`src/rtl/lfsr_crc_core_if.sv`:
```
// rtl/lfsr_crc_core_if.sv - data/CRC bundle between a word source and lfsr_crc_core
//
// Purpose : groups the per-word input qualifier, the input word and the
//           continuously presented CRC into one connection.
// Signals : data_in       - input word, DATA_WIDTH bits
//           data_in_valid - qualifies data_in in the current cycle
//           crc_out       - current CRC, OUTPUT_WIDTH bits
// Modports: master - word source (drives data, observes CRC)
//           slave  - CRC core (consumes data, drives CRC)

interface lfsr_crc_core_if #(
    parameter int DATA_WIDTH   = 64,
    parameter int OUTPUT_WIDTH = 32
);
    logic [DATA_WIDTH-1:0]   data_in;
    logic                    data_in_valid;
    logic [OUTPUT_WIDTH-1:0] crc_out;

    modport master (
        output data_in,
        output data_in_valid,
        input  crc_out
    );

    modport slave (
        input  data_in,
        input  data_in_valid,
        output crc_out
    );
endinterface

```
`src/rtl/lfsr_crc_core.sv`:
```
// rtl/lfsr_crc_core.sv - single-cycle multi-bit LFSR/CRC generator
//
// Purpose : advances an LFSR_WIDTH-bit LFSR state by DATA_WIDTH shift steps
//           per valid input word and presents the (optionally reflected and
//           inverted) state as a CRC. Galois or Fibonacci feedback; next-state
//           logic built either as an explicit bit loop or as per-bit constant
//           XOR masks over {state, data}.
// Ports   : clk - rising-edge clock
//           rst - asynchronous active-high reset, loads LFSR_INIT
//           bus - slave side of lfsr_crc_core_if (data_in, data_in_valid,
//                 crc_out); crc_out is driven only from the state register

module lfsr_crc_core #(
    parameter int                     LFSR_WIDTH   = 32,
    parameter logic [LFSR_WIDTH-1:0]  LFSR_POLY    = LFSR_WIDTH'(32'h04c11db7),
    parameter logic [LFSR_WIDTH-1:0]  LFSR_INIT    = '1,
    parameter string                  LFSR_CONFIG  = "GALOIS",
    parameter bit                     REVERSE      = 1'b1,
    parameter bit                     INVERT       = 1'b1,
    parameter int                     DATA_WIDTH   = 64,
    parameter int                     OUTPUT_WIDTH = LFSR_WIDTH,
    parameter string                  STYLE        = "AUTO"
) (
    input  logic               clk,
    input  logic               rst,
    lfsr_crc_core_if.slave     bus
);

    localparam bit IS_FIB   = (LFSR_CONFIG == "FIBONACCI");
    localparam bit USE_LOOP = (STYLE == "LOOP");
    // Mask vectors index the concatenation {state, data}: state bits occupy
    // [TW-1:DATA_WIDTH], data bits occupy [DATA_WIDTH-1:0].
    localparam int TW = LFSR_WIDTH + DATA_WIDTH;

    typedef logic [LFSR_WIDTH-1:0][TW-1:0] mask_arr_t;

    // Index of the data bit consumed at shift step k.
    function automatic int data_index(input int k);
        return REVERSE ? k : (DATA_WIDTH - 1 - k);
    endfunction

    // Runs the LFSR symbolically: each state bit is tracked as the set of
    // {state, data} inputs it is the XOR of. Because every step is linear,
    // the final sets are exactly the per-bit reduction masks.
    function automatic mask_arr_t build_masks();
        mask_arr_t        m;
        logic [TW-1:0]    fb;
        logic [TW-1:0]    dm;
        for (int i = 0; i < LFSR_WIDTH; i++) begin
            m[i] = '0;
            m[i][DATA_WIDTH + i] = 1'b1;
        end
        for (int k = 0; k < DATA_WIDTH; k++) begin
            dm = '0;
            dm[data_index(k)] = 1'b1;
            fb = dm ^ m[LFSR_WIDTH-1];
            if (IS_FIB) begin
                for (int i = 1; i < LFSR_WIDTH; i++) begin
                    if (LFSR_POLY[i]) begin
                        fb = fb ^ m[i-1];
                    end
                end
                for (int i = LFSR_WIDTH - 1; i > 0; i--) begin
                    m[i] = m[i-1];
                end
                m[0] = fb;
            end else begin
                for (int i = LFSR_WIDTH - 1; i > 0; i--) begin
                    m[i] = m[i-1] ^ (LFSR_POLY[i] ? fb : '0);
                end
                m[0] = LFSR_POLY[0] ? fb : '0;
            end
        end
        return m;
    endfunction

    logic [LFSR_WIDTH-1:0] state_q;
    logic [LFSR_WIDTH-1:0] state_d;
    logic [LFSR_WIDTH-1:0] next_state;

    generate
        if (USE_LOOP) begin : g_loop
            always_comb begin
                logic [LFSR_WIDTH-1:0] s;
                logic                  fb;
                s = state_q;
                for (int k = 0; k < DATA_WIDTH; k++) begin
                    fb = s[LFSR_WIDTH-1] ^ bus.data_in[data_index(k)];
                    if (IS_FIB) begin
                        for (int i = 1; i < LFSR_WIDTH; i++) begin
                            if (LFSR_POLY[i]) begin
                                fb = fb ^ s[i-1];
                            end
                        end
                        s = {s[LFSR_WIDTH-2:0], fb};
                    end else begin
                        s = {s[LFSR_WIDTH-2:0], 1'b0} ^ (fb ? LFSR_POLY : '0);
                    end
                end
                next_state = s;
            end
        end else begin : g_reduction
            localparam mask_arr_t MASKS = build_masks();
            logic [TW-1:0] taps;
            assign taps = {state_q, bus.data_in};
            for (genvar i = 0; i < LFSR_WIDTH; i++) begin : g_bit
                assign next_state[i] = ^(taps & MASKS[i]);
            end
        end
    endgenerate

    assign state_d = bus.data_in_valid ? next_state : state_q;

    always_ff @(posedge clk or posedge rst) begin
        if (rst) begin
            state_q <= LFSR_INIT;
        end else begin
            state_q <= state_d;
        end
    end

    // Output post-processing: reflection then complement, low bits kept.
    logic [LFSR_WIDTH-1:0] crc_full;

    always_comb begin
        crc_full = state_q;
        if (REVERSE) begin
            for (int i = 0; i < LFSR_WIDTH; i++) begin
                crc_full[i] = state_q[LFSR_WIDTH-1-i];
            end
        end
        if (INVERT) begin
            crc_full = ~crc_full;
        end
    end

    assign bus.crc_out = crc_full[OUTPUT_WIDTH-1:0];

endmodule

```
`src/flat_wrapper.sv`:
```
// flat-port wrapper written by rule: the top's interface ports become plain ports
module lfsr_crc_core_flat 
#(
    parameter int                     LFSR_WIDTH   = 32,
    parameter logic [LFSR_WIDTH-1:0]  LFSR_POLY    = LFSR_WIDTH'(32'h04c11db7),
    parameter logic [LFSR_WIDTH-1:0]  LFSR_INIT    = '1,
    parameter string                  LFSR_CONFIG  = "      ",
    parameter bit                     REVERSE      = 1'b1,
    parameter bit                     INVERT       = 1'b1,
    parameter int                     DATA_WIDTH   = 64,
    parameter int                     OUTPUT_WIDTH = LFSR_WIDTH,
    parameter string                  STYLE        = "    "
)
  (clk, rst, bus_data_in, bus_data_in_valid, bus_crc_out);
  lfsr_crc_core_if #(.DATA_WIDTH(DATA_WIDTH), .OUTPUT_WIDTH(OUTPUT_WIDTH)) bus_i ();
  input  logic clk;
  input  logic rst;
  input wire logic [$bits(bus_i.data_in)-1:0] bus_data_in;
  input wire logic [$bits(bus_i.data_in_valid)-1:0] bus_data_in_valid;
  output wire logic [$bits(bus_i.crc_out)-1:0] bus_crc_out;
  assign bus_i.data_in = bus_data_in;
  assign bus_i.data_in_valid = bus_data_in_valid;
  assign bus_crc_out = bus_i.crc_out;
  lfsr_crc_core #(.LFSR_WIDTH(LFSR_WIDTH), .LFSR_POLY(LFSR_POLY), .LFSR_INIT(LFSR_INIT), .LFSR_CONFIG(LFSR_CONFIG), .REVERSE(REVERSE), .INVERT(INVERT), .DATA_WIDTH(DATA_WIDTH), .OUTPUT_WIDTH(OUTPUT_WIDTH), .STYLE(STYLE)) u_core (.clk(clk), .rst(rst), .bus(bus_i));
endmodule
```
`config.mk`:
```
export PLATFORM = sky130hd
export DESIGN_NAME = lfsr_crc_core_flat
export DESIGN_NICKNAME = d
export VERILOG_FILES = /design/src/rtl/lfsr_crc_core_if.sv /design/src/rtl/lfsr_crc_core.sv /design/src/flat_wrapper.sv
export SDC_FILE = /design/constraint.sdc
export NUM_CORES = 1
export LEC_CHECK = 0
export CELL_PAD_IN_SITES_DETAIL_PLACEMENT = 1
export CELL_PAD_IN_SITES_GLOBAL_PLACEMENT = 1
export CORE_ASPECT_RATIO = 0.7
export CORE_MARGIN = 1.5
export CORE_UTILIZATION = 50
export DETAILED_ROUTE_END_ITERATION = 10
export GPL_TIMING_DRIVEN = 0
export PLACE_DENSITY = 0.88
export RECOVER_POWER = 100
export SYNTH_ARGS = -nofsm -noshare
export SYNTH_HDL_FRONTEND = slang
export SYNTH_SLANG_ARGS = --single-unit
```
`constraint.sdc`:
```
create_clock -name clk -period 6.6 [get_ports clk]
set_clock_uncertainty 0.05 [all_clocks]
set_input_delay 1.65 -clock clk [delete_from_list [all_inputs] [get_ports clk]]
set_output_delay 1.65 -clock clk [all_outputs]
set_load 0.01 [all_outputs]
```
==> impl_results.md, run 1 <==
* Hold_buf cts at 0
* Top Layer Used: met4
* Post-Place Cells at 902
* Met2 wire length at 12.10 mm
* Setup bufs post-CTS at 0
* Via count at between 5000 and 6000
* Slew HR at -0.07526
* Drt initial violations at 417
* N_diodes at 0
* Post-DP HPWL at 23.72 mm
* First-pass GRT wire length at slightly below 40 mm
* First drt pass iteration count at 5
* Top-count cell post-synth: xnor2_1
* Sequential-to-total area share from yosys stat at 0.1109
* Syn Std Cell Area at 7579 um2
* RSZ-0062 raised after global routing: false
* Final ANT Viol Nets at 0
* Final worst path period need at 4.965 ns
* Metal3 WL at 3.235 mm
* Largest register FFs at 32
* Num rows at 37
* Hold crit path type: reg2reg
* Status: complete, but fails checks
* Top flop regs: u_core.state_q x32
* FMAX at 0.2014 GHz
* Reg2Reg Depth at 6
* Synth warnings at 0
* Die Y at roughly 110 um
* Gr ovfl total at 0
* Die width at 150.2 um
* # DRC at 0
* Worst setup path endpoint: u_core.state_q[1]
* Placer Congestion at 0.9837
* CP required at slightly below 7 ns
* Share of cells above drive strength 1 at 0.1078
* CP max FO at 5
* Origin of the worst setup path: bus_data_in[28]
* Clock Sinks at 32
* Largest net degree at the start of global routing at 33
* Cell taking the most area after synthesis: xnor2_1
* Drt via density at 5.578
* Number of global-route vias before repair at 5430
* Routed wire length at 28.72 mm
* Core ar. at roughly 15000 um2
* Failing checks: capacitance limit, slew limit
* Yosys reg bits at 32
* Critical Path Sink Type: flip-flop
* Filler instances at 1553
* Metal-1 WL at 12.64 mm
* Area contributors post-synth: xnor2_1 (32%), xnor3_1 (29%), dfstp_2 (11%)
* Worst path arrival time at 5.14 ns
* Largest Register: u_core.state_q
* H-tree Lvls at 2
* Area Growth Syn to Fin at 12.50%
* Clock Path Buffers at 2
* R2r setup slk at 3.03 ns
* Avg WL per Cell at 31.59 um
* Syn Inst Count at 642
* Total negative slack at 0 ns
* Cts repair resizes at 0
* Number of CTS-inserted buffers at 5
* Worst flop-to-flop path startpoint: u_core.state_q[3]
* Die ar. at 15920 um2
* Synthesized area per cell at roughly 12 um2
* Synth cell count leaders: xnor2_1 (275), xnor3_1 (98), xor2_1 (67)
* Worst Max-Slew Pin Slew at 1.601 ns
* Final clock period utilization by the worst path at 0.7522
* Clock root buffer: clkbuf_16
* Max-Cap Viols at 1
* Initial antenna violation count at 0
* Synth cell types at 19
* Critical path class: in2reg
* Mapped Nets at 709
* Worst skew pair latency at 0.30 ns
* CTS tree: done
* Ports at 99
* Final hold vios at 0
* Worst Setup Start Kind: input pin
* Post-synth EDFFs at 0
* CTS clk-pin slew, worst paths at 0.06 ns
* Overall routing resource usage at 0.3753
* Reg2reg end: u_core.state_q[1]
* IO Port Bufs at 65
* Post-synth ARST share at 1.000
* Ys flop type: dfstp_2
* Register area at 840.8 um2
* Number of nets in the layout at 781
* Area occupied by multi-input gates at 6334 um2
* Top-area cell type share of the netlist area at 0.3178
* Fin. max-slew vios at 6
* Starting Density at 0.5132
* Final setup vio count at 0
* Final instance count without filler cells at between 900 and 1000
[stage by stage]
stage            util  hold slack [ns]  cell area (um2)  worst slack [ns]
3_5_place_dp   0.5738           0.4737             8473             1.804
5_1_grt        0.5773           0.4855             8526             1.516
3_3_place_gp   0.5738           0.4573             8473             1.866
6_report       0.5773           0.4665             8526             1.635
4_1_cts        0.5828           0.4865             8607             2.118
2_1_floorplan       -           0.4424             7579             2.950
[worst min path at each step]
stage,slack (ns),startpoint,endpoint,cells past startpoint
6_report,0.47,u_core.state_q[3],u_core.state_q[3],2
5_1_grt,0.49,u_core.state_q[3],u_core.state_q[3],2
4_1_cts,0.49,u_core.state_q[7],u_core.state_q[7],2
3_5_place_dp,0.47,u_core.state_q[7],u_core.state_q[7],2
3_3_place_gp,0.46,u_core.state_q[11],u_core.state_q[11],2
2_1_floorplan,0.44,u_core.state_q[7],u_core.state_q[7],2
[per-layer routing]
layer / vias to the layer above / GRT usage
li1: 2141 / -
met1: 2580 / 0.5231
met2: 310 / 0.5531
met3: 39 / 0.1300
met4: 0 / 0.1001
met5: - / 0
[worst max-delay path, stage by stage]
cell and delay [ns]:
clkdlybuf4s50_1 0.42, xnor2_1 1.22, xnor3_1 0.57, xnor2_2 0.35, xnor2_1 0.19, xnor3_1 0.42
mux2_2 0.30
[cells in the final DEF, fill, tap and decap left out]
| cell | count |
|---|---|
| clkdlybuf4s50_1 | 42 |
| clkbuf_1 | 29 |
| inv_1 | 33 |
| xnor3_1 | 99 |
| xnor2_1 | 283 |
| mux2_2 | 6 |
| clkbuf_16 | 5 |
| dfstp_1 | 12 |
| clkinv_2 | 1 |
| nor2_1 | 14 |
| xor2_2 | 4 |
| xnor3_2 | 2 |
| dlygate4sd3_1 | 23 |
| xor3_1 | 8 |
| xor2_1 | 67 |
| xnor2_2 | 16 |
| mux2i_1 | 12 |
| xnor2_4 | 5 |
| dfstp_2 | 20 |
| buf_1 | 1 |
| xor2_4 | 1 |
| buf_4 | 2 |
| a21oi_1 | 14 |
| buf_2 | 15 |
[layout make-up]
| class | instances | area share |
|---|---|---|
| tap | 195 | 0.02862 |
| multi-input combinational | 531 | 0.7429 |
| sequential | 32 | 0.09862 |
| buffer | 46 | 0.02333 |
| clock buffer | 6 | 0.01512 |
| clock inverter | 1 | 0.0005870 |
| inverter | 33 | 0.01453 |
| timing repair buffer | 65 | 0.07631 |
[kinds of logic after synthesis]
group,count (synthesis),synth area share
xor gates and xnor gates,485,0.8044
buffers and inverters,79,0.04375
DFF,32,0.1109
muxes,18,0.02476
AOI/OAI and AO/OA,14,0.009246
and+or+nand+nor,14,0.006934
Power of run 1 is not shown: default switching activity piles up to over one toggle a cycle in this logic, so the estimate is an artifact.
==> run 2, diff against run 1 <==
CORE_UTILIZATION = 42   (was 50)
PLACE_DENSITY = 0.78   (was 0.88)
clock period = 4.4 ns   (was 6.6 ns; I/O delays follow)
==> run 2 against run 1 <==
Effect of this change: the run still ends with capacitance limit, slew limit left; global-route usage down 6.0 points; design area up 1.2%; core utilization down 8.2 points; critical path depth unchanged; wire length down 0.48%; highest routed layer is now met5; flip-flop and latch count unchanged; die area up 19%; largest cell class unchanged; first-iteration DRC count up 15%; non-clock buffer count unchanged; register-to-register slack worse by 2.0 ns; count of clock-buffer cells in the layout unchanged.
==> impl_results.md, run 2 (same netlist as run 1, synthesis figures left out) <==
* Top flop regs: u_core.state_q x32
* Commonest non-fill, non-tap cell in the layout: xnor2_1
* Largest net degree at the start of global routing at 33 (unchanged)
* Cts repair resizes at 0 (unchanged)
* WHS Path Cells at 2 (unchanged)
* Worst skew pair latency at 0.30 ns (about the same)
* First drt pass iteration count at 4 (-1)
* Avg WL per Cell at 30.21 um (-4.4%)
* Placer Congestion at 0.9970 (+1.4%)
* Number of nets in the layout at 781 (unchanged)
* Share of cells above drive strength 1 at 0.1175 (+0.009639)
* Total negative slack at 0 ns (unchanged)
* CP max FO at 4 (-1)
* Worst Setup Start Kind: input pin
* Post-Place Cells at 938 (+4.0%)
* Routed wire length at 28.58 mm (-0.48%)
* H-tree Lvls at 2 (unchanged)
* Final clock period utilization by the worst path at 0.9219
* CTS tree: done
* Post-DP HPWL at 23.92 mm (+0.87%)
* Gr ovfl total at 0 (unchanged)
* Status: complete, but fails checks
* Ports at 99 (unchanged)
* Die ar. at 18870 um2 (+19%)
* Critical Path Sink Type: flip-flop
* Most frequent cells in the layout: xnor2_1 (279), xnor3_1 (98), xor2_1 (67), clkdlybuf4s50_1 (37), inv_1 (33)
* Num rows at 40 (+8.1%)
* Die width at 163.6 um (+8.9%)
* Clock Sinks at 32 (unchanged)
* Drt initial violations at 479 (+15%)
* R2r setup slk at 1.04 ns (-1.99 ns)
* Fin. max-slew vios at 33 (+27)
* Worst path arrival time at 4.23 ns (-0.91 ns)
* CTS clk-pin slew, worst paths at 0.06 ns (about the same)
* Final worst path period need at 4.056 ns
* # DRC at 0 (unchanged)
* Drt via density at 5.332 (-4.4%)
* Failing checks: capacitance limit, slew limit
* Max-Cap Viols at 1 (unchanged)
* Final worst slack at 0.3437 ns (-1.292 ns)
* Dpl ws at 0.2220 ns (-1.582 ns)
* RSZ-0062 raised after global routing: false
* Overall routing resource usage at 0.3153 (-0.06002)
* CP required at 4.57 ns (-2.21 ns)
* Number of global-route vias before repair at 5241 (-3.5%)
* Hold_buf cts at 0 (unchanged)
* Initial antenna violation count at 1 (+1)
* Die Y at 115.4 um (+8.8%)
* Final setup vio count at 0 (unchanged)
* N_diodes at 0 (unchanged)
* Largest register FFs at 32 (unchanged)
* Largest Register: u_core.state_q
* Reg2Reg Depth at 7 (+1)
* Critical path class: in2reg
* Core ar. at 17420 um2 (+18%)
* Reg2reg end: u_core.state_q[7]
* First-pass GRT wire length at 39.36 mm (-0.38%)
* Hold crit path type: reg2reg
* FMAX at 0.2465 GHz
* Slew HR at -0.02911 (+0.04615)
* Hold Path Origin: u_core.state_q[11]
* Final ANT Viol Nets at 0 (unchanged)
* Number of CTS-inserted buffers at 5 (unchanged)
* Final hold vios at 0 (unchanged)
* Clock Path Buffers at 2 (unchanged)
* Setup bufs post-CTS at 0 (unchanged)
* Worst flop-to-flop path startpoint: u_core.state_q[28]
* Hold Path End: u_core.state_q[11]
* IO Port Bufs at 65 (unchanged)
* Via count at 5044 (-0.51%)
* Area Growth Syn to Fin at 13.85%
* Final instance count without filler cells at 946 (+4.1%)
* Clock root buffer: clkbuf_16
* Worst Max-Slew Pin Slew at 1.542 ns (-0.05941 ns)
* Starting Density at 0.4351 (-0.07805)
==> run 2: cell count changes in the layout (fill, tap and decap cells not counted), sizes merged <==
cell,delta
clkdlybuf4s50,-5
dlygate4sd3,+5
clkinv,+1
==> run 2: cell type report <==
cell class              instances  area [um2]
plain buffers                  46       198.9
clock buffers                   6       138.9
clock inverters                 2       10.01
fillers                      1860        8788
inverters                      33       123.9
multi-input cells             531        6376
flip-flops and latches         32       840.8
well taps                     231       289.0
repair buffers                 65       650.6
==> run 2: metrics by stage <==
step	util	cell area [um2]	hold WS, ns
4_1_cts	0.4976	8667	0.4861
5_1_grt	0.4954	8628	0.4923
3_3_place_gp	0.4891	8518	0.4485
6_report	0.4954	8628	0.4734
2_1_floorplan	-	7579	0.4424
3_5_place_dp	0.4891	8518	0.4702
==> run 2: worst max-delay path, stage by stage <==
cell           delay, ns
dlygate4sd3_1       0.61
xnor2_1             0.86
xnor3_1             0.51
xor2_1              0.33
xnor3_1             0.52
xnor2_1             0.15
mux2i_1             0.15
==> run 2: worst max path at each step <==
| stage | end | start | slack [ns] |
|---|---|---|---|
| global route | u_core.state_q[10] | bus_data_in[31] | 0.28 |
| finish | u_core.state_q[14] | bus_data_in[10] | 0.34 |
| CTS | u_core.state_q[8] | bus_data_in[9] | 0.53 |
| detailed placement | u_core.state_q[11] | bus_data_in[22] | 0.22 |
| global placement | u_core.state_q[11] | bus_data_in[22] | 0.24 |
| floorplan | u_core.state_q[4] | bus_data_in[32] | 1.30 |
==> run 2: metal layers <==
| layer | track usage | routed length, um | part of all wire | vias up |
|---|---|---|---|---|
| met5 | 0 | 13 | 0.00045 | - |
| met4 | 0.06364 | 474 | 0.017 | 2 |
| met3 | 0.08081 | 2680 | 0.094 | 29 |
| met2 | 0.4706 | 11990 | 0.42 | 258 |
| met1 | 0.4606 | 13420 | 0.47 | 2604 |
| li1 | - | - | - | 2151 |
Power of run 2 is left out for the same reason.
